### src/rtl/alu_issue_ctrl.sv
// Execute-stage issue controller: drives the shared ALU for one op at a time,
// runs an iterative MULTU into HI/LO, and returns results on a valid/ready port.
module alu_issue_ctrl #(
    parameter int ALU_LAT = 1,
    parameter int W       = 32
) (
    input  logic         clk,
    input  logic         rst_n,
    input  logic         flush,
    input  logic         req_valid,
    output logic         req_ready,
    input  logic [5:0]   req_opcode,
    input  logic [5:0]   req_funct,
    input  logic [W-1:0] req_a,
    input  logic [W-1:0] req_b,
    output logic [W-1:0] alu_input1,
    output logic [W-1:0] alu_input2,
    output logic [5:0]   alu_op,
    output logic [5:0]   alu_func,
    input  logic [W-1:0] alu_result,
    input  logic         alu_zero,
    output logic         rsp_valid,
    input  logic         rsp_ready,
    output logic [W-1:0] rsp_result,
    output logic         rsp_zero,
    output logic         rsp_wr_file,
    output logic         rsp_err
);

    localparam logic [5:0] OP_RTYPE = 6'b000000;
    localparam logic [5:0] OP_LB    = 6'b100000;
    localparam logic [5:0] OP_LW    = 6'b100011;
    localparam logic [5:0] OP_SW    = 6'b101011;
    localparam logic [5:0] OP_BEQ   = 6'b000100;
    localparam logic [5:0] FN_ADD   = 6'b100000;
    localparam logic [5:0] FN_SUB   = 6'b100010;
    localparam logic [5:0] FN_AND   = 6'b100100;
    localparam logic [5:0] FN_OR    = 6'b100101;
    localparam logic [5:0] FN_SLT   = 6'b101010;
    localparam logic [5:0] FN_MULTU = 6'b011001;
    localparam logic [5:0] FN_MFHI  = 6'b010000;
    localparam logic [5:0] FN_MFLO  = 6'b010010;

    typedef enum logic [1:0] {IDLE, EXEC, MUL, RESP} state_t;
    typedef enum logic [2:0] {K_ALU, K_MUL, K_MFHI, K_MFLO, K_ERR} kind_t;

    state_t         state, state_nxt;
    kind_t          dec_kind;
    logic           dec_wr;
    logic           accept;
    logic           cnt_last;
    logic [5:0]     cnt;
    logic [5:0]     op_q, funct_q;
    logic [W-1:0]   a_q, b_q;
    logic [W-1:0]   hi, lo;
    logic [2*W-1:0] mcand, acc, acc_nxt;
    logic [W-1:0]   mplier;
    logic [W-1:0]   res_q;
    logic           zero_q, wr_q, err_q;

    assign accept   = req_valid & req_ready;
    assign cnt_last = (cnt == 6'd1);
    assign acc_nxt  = acc + (mplier[0] ? mcand : '0);

    always_comb begin
        // NOTE: defaults first so every path assigns every output; no latch is inferred.
        dec_kind = K_ERR;
        dec_wr   = 1'b0;
        case (req_opcode)
            OP_RTYPE: begin
                case (req_funct)
                    FN_ADD, FN_SUB, FN_AND, FN_OR, FN_SLT: begin
                        dec_kind = K_ALU;
                        dec_wr   = 1'b1;
                    end
                    FN_MULTU: dec_kind = K_MUL;
                    FN_MFHI: begin
                        dec_kind = K_MFHI;
                        dec_wr   = 1'b1;
                    end
                    FN_MFLO: begin
                        dec_kind = K_MFLO;
                        dec_wr   = 1'b1;
                    end
                    default: ;
                endcase
            end
            OP_LB, OP_LW: begin
                dec_kind = K_ALU;
                dec_wr   = 1'b1;
            end
            OP_SW, OP_BEQ: dec_kind = K_ALU;
            default: ;
        endcase
    end

    always_comb begin
        state_nxt = state;
        case (state)
            IDLE: if (accept) begin
                case (dec_kind)
                    K_ALU:   state_nxt = EXEC;
                    K_MUL:   state_nxt = MUL;
                    default: state_nxt = RESP;
                endcase
            end
            EXEC:    if (cnt_last) state_nxt = RESP;
            MUL:     if (cnt_last) state_nxt = RESP;
            RESP:    if (rsp_ready) state_nxt = IDLE;
            default: state_nxt = IDLE;
        endcase
        if (flush) state_nxt = IDLE;
    end

    always_ff @(posedge clk or negedge rst_n) begin
        // NOTE: sequential state uses non-blocking assignments so every register samples pre-edge values.
        if (!rst_n) state <= IDLE;
        else        state <= state_nxt;
    end

    // Datapath is frozen on flush, so an aborted MULTU never reaches HI/LO.
    always_ff @(posedge clk or negedge rst_n) begin
        if (!rst_n) begin
            cnt     <= '0;
            op_q    <= '0;
            funct_q <= '0;
            a_q     <= '0;
            b_q     <= '0;
            hi      <= '0;
            lo      <= '0;
            mcand   <= '0;
            mplier  <= '0;
            acc     <= '0;
            res_q   <= '0;
            zero_q  <= 1'b0;
            wr_q    <= 1'b0;
            err_q   <= 1'b0;
        end else if (!flush) begin
            case (state)
                IDLE: if (accept) begin
                    op_q    <= req_opcode;
                    funct_q <= req_funct;
                    a_q     <= req_a;
                    b_q     <= req_b;
                    wr_q    <= dec_wr;
                    err_q   <= (dec_kind == K_ERR);
                    res_q   <= '0;
                    zero_q  <= 1'b0;
                    case (dec_kind)
                        K_ALU: cnt <= 6'(ALU_LAT);
                        K_MUL: begin
                            cnt    <= 6'd32;
                            mcand  <= {{W{1'b0}}, req_b};
                            mplier <= req_a;
                            acc    <= '0;
                        end
                        K_MFHI: begin
                            res_q  <= hi;
                            zero_q <= (hi == '0);
                        end
                        K_MFLO: begin
                            res_q  <= lo;
                            zero_q <= (lo == '0);
                        end
                        default: ;
                    endcase
                end
                EXEC: begin
                    cnt <= cnt - 6'd1;
                    if (cnt_last) begin
                        res_q  <= alu_result;
                        zero_q <= alu_zero;
                    end
                end
                MUL: begin
                    cnt    <= cnt - 6'd1;
                    acc    <= acc_nxt;
                    mcand  <= mcand << 1;
                    mplier <= mplier >> 1;
                    if (cnt_last) {hi, lo} <= acc_nxt;
                end
                default: ;
            endcase
        end
    end

    assign req_ready   = (state == IDLE);
    assign alu_input1  = (state == EXEC) ? a_q : '0;
    assign alu_input2  = (state == EXEC) ? b_q : '0;
    assign alu_op      = (state == EXEC) ? op_q : '0;
    assign alu_func    = (state == EXEC) ? funct_q : '0;
    assign rsp_valid   = (state == RESP);
    assign rsp_result  = rsp_valid ? res_q : '0;
    assign rsp_zero    = rsp_valid & zero_q;
    assign rsp_wr_file = rsp_valid & wr_q;
    assign rsp_err     = rsp_valid & err_q;

endmodule

### config.mk
export PLATFORM = sky130hd
export DESIGN_NAME = alu_issue_ctrl
export DESIGN_NICKNAME = d
export VERILOG_FILES = /design/src/rtl/alu_issue_ctrl.sv
export SDC_FILE = /design/constraint.sdc
export NUM_CORES = 1
export LEC_CHECK = 0
export BUFFER_PORTS_ARGS = -buffer_cell sky130_fd_sc_hd__buf_2
export CAP_MARGIN = 5
export CORE_UTILIZATION = 59
export DETAILED_ROUTE_END_ITERATION = 8
export MAX_ROUTING_LAYER = met4
export PLACE_DENSITY = 0.86
export SYNTH_ARGS = -nofsm -noshare
export SYNTH_HDL_FRONTEND = slang
export SYNTH_SLANG_ARGS = --single-unit
### constraint.sdc
create_clock -name clk -period 3.9 [get_ports clk]
set_clock_uncertainty 0.05 [all_clocks]
set_input_delay 0.78 -clock clk [delete_from_list [all_inputs] [get_ports clk]]
set_output_delay 0.78 -clock clk [all_outputs]
set_load 0.1 [all_outputs]
Word-level counts from Yosys, hierarchy flattened. Cells that the tools add are included.

Reduce and logical (&&, ||, !) cells: 19. Bitwise operators: 5. $add $sub $neg: 2. Muxes and demuxes: 36. Equal/unequal tests: 27.

Operator list (count): two-way mux 64 bit (5); one-hot mux 64 bit (2 select lines) (2); two-way mux 32 bit (7); one-hot mux 32 bit (2 select lines) (3); adder 64 bit (1); logical NOT 32 bit (2); equality test 6 bit (second input constant) (8); one-hot mux 6 bit (2 select lines) (2); equality test 6 x 5 -> 1 bit (second input constant) (3); two-way mux 6 bit (3); one-hot mux 3 bit (4 select lines) (1); AND reduction 4 bit (3); AND reduction 3 bit (3); two-way mux 2 bit (4); OR reduction 7 bit (1); equality test 3 x 2 -> 1 bit (second input constant) (2); equality test 6 x 1 -> 1 bit (second input constant) (1); equality test 6 x 3 -> 1 bit (second input constant) (1); logical NOT 6 bit (1); != test 3 x 1 -> 1 bit (second input constant) (2); != test 3 x 2 -> 1 bit (second input constant) (2); one-hot mux 1 bit (2 select lines) (3); one-hot mux 2 bit (3 select lines) (1); one-hot mux 3 bit (2 select lines) (1); other kinds (17) (27).

Bits in registers: 343. Input bits: 114. Word-level logic and storage cells: 104. Output and inout port bits: 113.

Depth between registers and ports, before layout.
Depth in word-level cells: 9. Depth in mapped cells: 15. Gate-level depth less buffers: 12.

Worst setup path after synthesis. Ideal clock, no wire load.

Path type: register to register. From: register mplier[0]. To: register hi[26]. Path buffers: 2. Period minus slack after synthesis: 3.593 ns. Cell stages (with the launch flop): 15. Data arrival time: 3.419 ns. Data required time: 3.725 ns. Setup time: 0.125 ns. Path slack: 0.307 ns. Cell sequence: dfrtp_1 -> clkbuf_1 -> clkbuf_1 -> and2_1 -> ha_1 -> fa_1 -> a21o_1 -> and4_4 -> o31a_1 -> o21ai_1 -> or4b_1 -> a21oi_2 -> o311ai_0 -> xor2_1 -> mux2_2.

Cells in the longest elaborated chain, start to end: 2.

Ends and longest elaborated chain: from (decl) (RTL line 57) `logic [W-1:0] mplier;`; from (signal assigned) (RTL line 154) `mplier <= req_a;`; from (signal assigned) (RTL line 179) `mplier <= mplier >> 1;`; two-way mux 64 bit (RTL line 63) `assign acc_nxt = acc + (mplier[0] ? mcand : '0);`; adder 64 bit (RTL line 63); to (signal assigned) (RTL line 180) `if (cnt_last) {hi, lo} <= acc_nxt;`; to (decl) (RTL line 55) `logic [W-1:0] hi, lo;`.

Every way passes these cells. A chain may end at the register's enable or synchronous reset.

Worst setup path after layout. Ends and elaborated chain as after synthesis.

==> impl_metrics.ini <==
[synthesis]
ys_types = 76
synth_seq_cells = 343
synthCells = 2142
syn_area_um2 = 19600
synth_area_leaders = dfrtp_1, and2_1, o21ai_0
synth_edf_count = 0
ys_seq_area_frac = 0.437
async_flop_share = 1.00
synth_ff_type = dfrtp_1
yosysTopAreaCell = dfrtp_1
ys.warnings.count = 0
synth_top_area_share = 0.437
syn_nets = 2326
syn_area_per_cell_um2 = 9.16

[power]
power_mw = 15.8
p_per_area_nw_per_um2 = 703
vdd_drop_max_mv = 0.514
p_leak_nw = 10.9

[place]
pre_cts_slack_ns = 0.161
dpl.hpwl_mm = 39.0
port_buffers = 226
place_inst = 2704
place_congestion = 1.01

[sta]
finalSetupViolCount = 0
hold_violations = 0
layout_setup_ws_ns = 0.192
timing.final.crit_period_ns = 3.71
final.period_utilization = 0.951
maxSlewViolCount = 0
fmax_mhz = 270
rsz0062_at_grt = true
relSlewSlack = 0.335
worstMarginPinSlew_ns = 0.998

[run_status]
status = complete, no violations

[routing]
drtPass1Iterations = 5
drt-total-wl_mm = 54.8
routed_via_density = 6.11
drc = 0
vias = 17000
avgRoutedWirePerCell_um = 19.7
ant_nets = 0
drtIter0Drc = 1488

[grt]
grt_overflow = 0
grt_pass1_wl_mm = 87.6
antenna_found_initial = 6
grt_max_degree = 105
grt.total_usage = 0.337
grt_pass1_vias = 16400

[setup_path]
crit_required_ns = 4.27
cp_slowest_cell = or4b_1
path_cells = and2_1 -> ha_1 -> fa_1 -> a21o_1 -> and4_4 -> o31a_1 -> o21ai_1 -> or4b_1 -> a21oi_4 -> o311ai_0 -> xor2_1 -> mux2_2
r2r_setup_slack_ns = 0.19
critPathMaxStageDelay_ns = 0.54
cp-start-kind = flop
path_class = reg2reg
endpoint_kind = flop
cp_max_fo = 5
arrival_ns = 4.08

[clock_tree]
htreeDepth = 2
numCtsBuffers = 38
cts_resized = 0
ctsHoldBuffers = 0
postCtsSetupBuffers = 0
clk_latency_ns = 0.55
cts-root-buf = clkbuf_16
clockBufferDepth = 3
cts.reportedPaths.clkPinSlew_ns = 0.06
cts.sinks = 343
cts_tree = done

[floorplan]
die_h_um = 184
fp.dieArea_um2 = 34000
die_w_um = 184
core_um2 = 32600
start_util = 0.602
fp-row-count = 66
ios = 227

[finish]
final_cells = 2779
postLayoutCoreUtil = 0.691
layout_commonest_cell = dfrtp_1
fin_nets = 2486
drive_gt1_frac = 0.191
syn2layout_area_growth_pct = 14.9
layout_common_cells = dfrtp_1, nand2_1, buf_2

[run]
cap_violations = 0

[hold_path]
hp-class = in2async
-- path summary, 6_finish.rpt --
path | from | to | depth (start not counted)
worst max-delay path | mplier[0] | hi[26] | 12
worst min-delay path | rst_n | a_q[21] | 1
worst max register to register | mplier[0] | hi[26] | 12
worst min register to register | err_q | err_q | 2
max in group asynchronous | rst_n | mplier[15] | 2
min in group clk | flush | state[0] | 2
-- where the power goes --
part / switching, mW / internal (mW)
Combinational: 4.65 / 1.98
Clock: 1.52 / 2.16
Sequential: 0.753 / 4.76
Total: 6.93 / 8.91
-- registers in the layout (all words and copies together), names as in the netlist --
| register | flops |
|---|---|
| mcand | 64 |
| acc | 64 |
| wr_q | 1 |
| state | 2 |
| err_q | 1 |
| cnt | 6 |
| lo | 32 |
| zero_q | 1 |
| op_q | 6 |
| b_q | 32 |
| mplier | 32 |
| hi | 32 |
| a_q | 32 |
| res_q | 32 |
| funct_q | 6 |
-- cell type report --
cell class	count	area, um^2
antenna	7	17.5
clock buffer	54	1080
clock inverter	14	205
fill	2447	10100
inverter	28	105
multi-input combinational	1617	10400
sequential	343	8580
tap	442	553
timing repair buffer	274	1590
-- critical path, delay by kind of cell, from the launching register on --
family | cells | cell delay (ns)
adders and majority gates | 2 | 0.60
and+or+nand+nor | 3 | 0.89
muxes | 1 | 0.28
AOI/OAI and AO/OA | 5 | 1.18
DFF | 1 | 0.41
xor gates and xnor gates | 1 | 0.19
-- cell families after synthesis --
| group | after synthesis | synth area share |
|---|---|---|
| compound gates | 518 | 0.158 |
| mux | 182 | 0.0984 |
| simple gates | 789 | 0.200 |
| buf+inv | 182 | 0.0360 |
| xor+xnor | 58 | 0.0259 |
| flops | 343 | 0.437 |
| fa+ha+maj | 70 | 0.0450 |
-- synth_stat cells, types with 4 or more instances --
library cell / number
nor4_1: 18
o311ai_0: 6
o211ai_1: 5
mux2_2: 83
xnor2_1: 36
a21o_1: 43
nor2_1: 80
nor2b_1: 8
o21bai_1: 18
dfrtp_1: 343
nand3_1: 99
a311oi_1: 4
o21a_1: 7
ha_1: 69
or4_1: 6
a21oi_1: 154
a22o_1: 12
nand4_1: 39
buf_2: 13
clkbuf_1: 130
xor2_1: 22
o21ai_0: 204
and2_1: 179
buf_1: 8
nand2_1: 269
nor3_1: 51
and3_1: 10
a31oi_1: 12
nor3b_1: 4
nand2b_1: 6
inv_1: 28
a41oi_1: 4
mux2i_1: 98
o31ai_1: 5
or2_2: 4
-- through the flow --
stage          hold WS, ns  cell area [um^2]  TNS (ns)
2_1_floorplan        0.391             19600         0
3_3_place_gp         0.407             21200         0
3_5_place_dp         0.414             21200         0
4_1_cts              0.270             22500         0
5_1_grt              0.302             22500   -0.0318
6_report             0.235             22500         0
-- per-layer routing --
metal	GRT usage	routed length [um]	vias up
li1	-	-	7895
met1	0.444	23300	8269
met2	0.534	26100	694
met3	0.0439	3570	128
met4	0.122	1870	0
met5	-	0	-
Power figures use the tool's default switching activity.
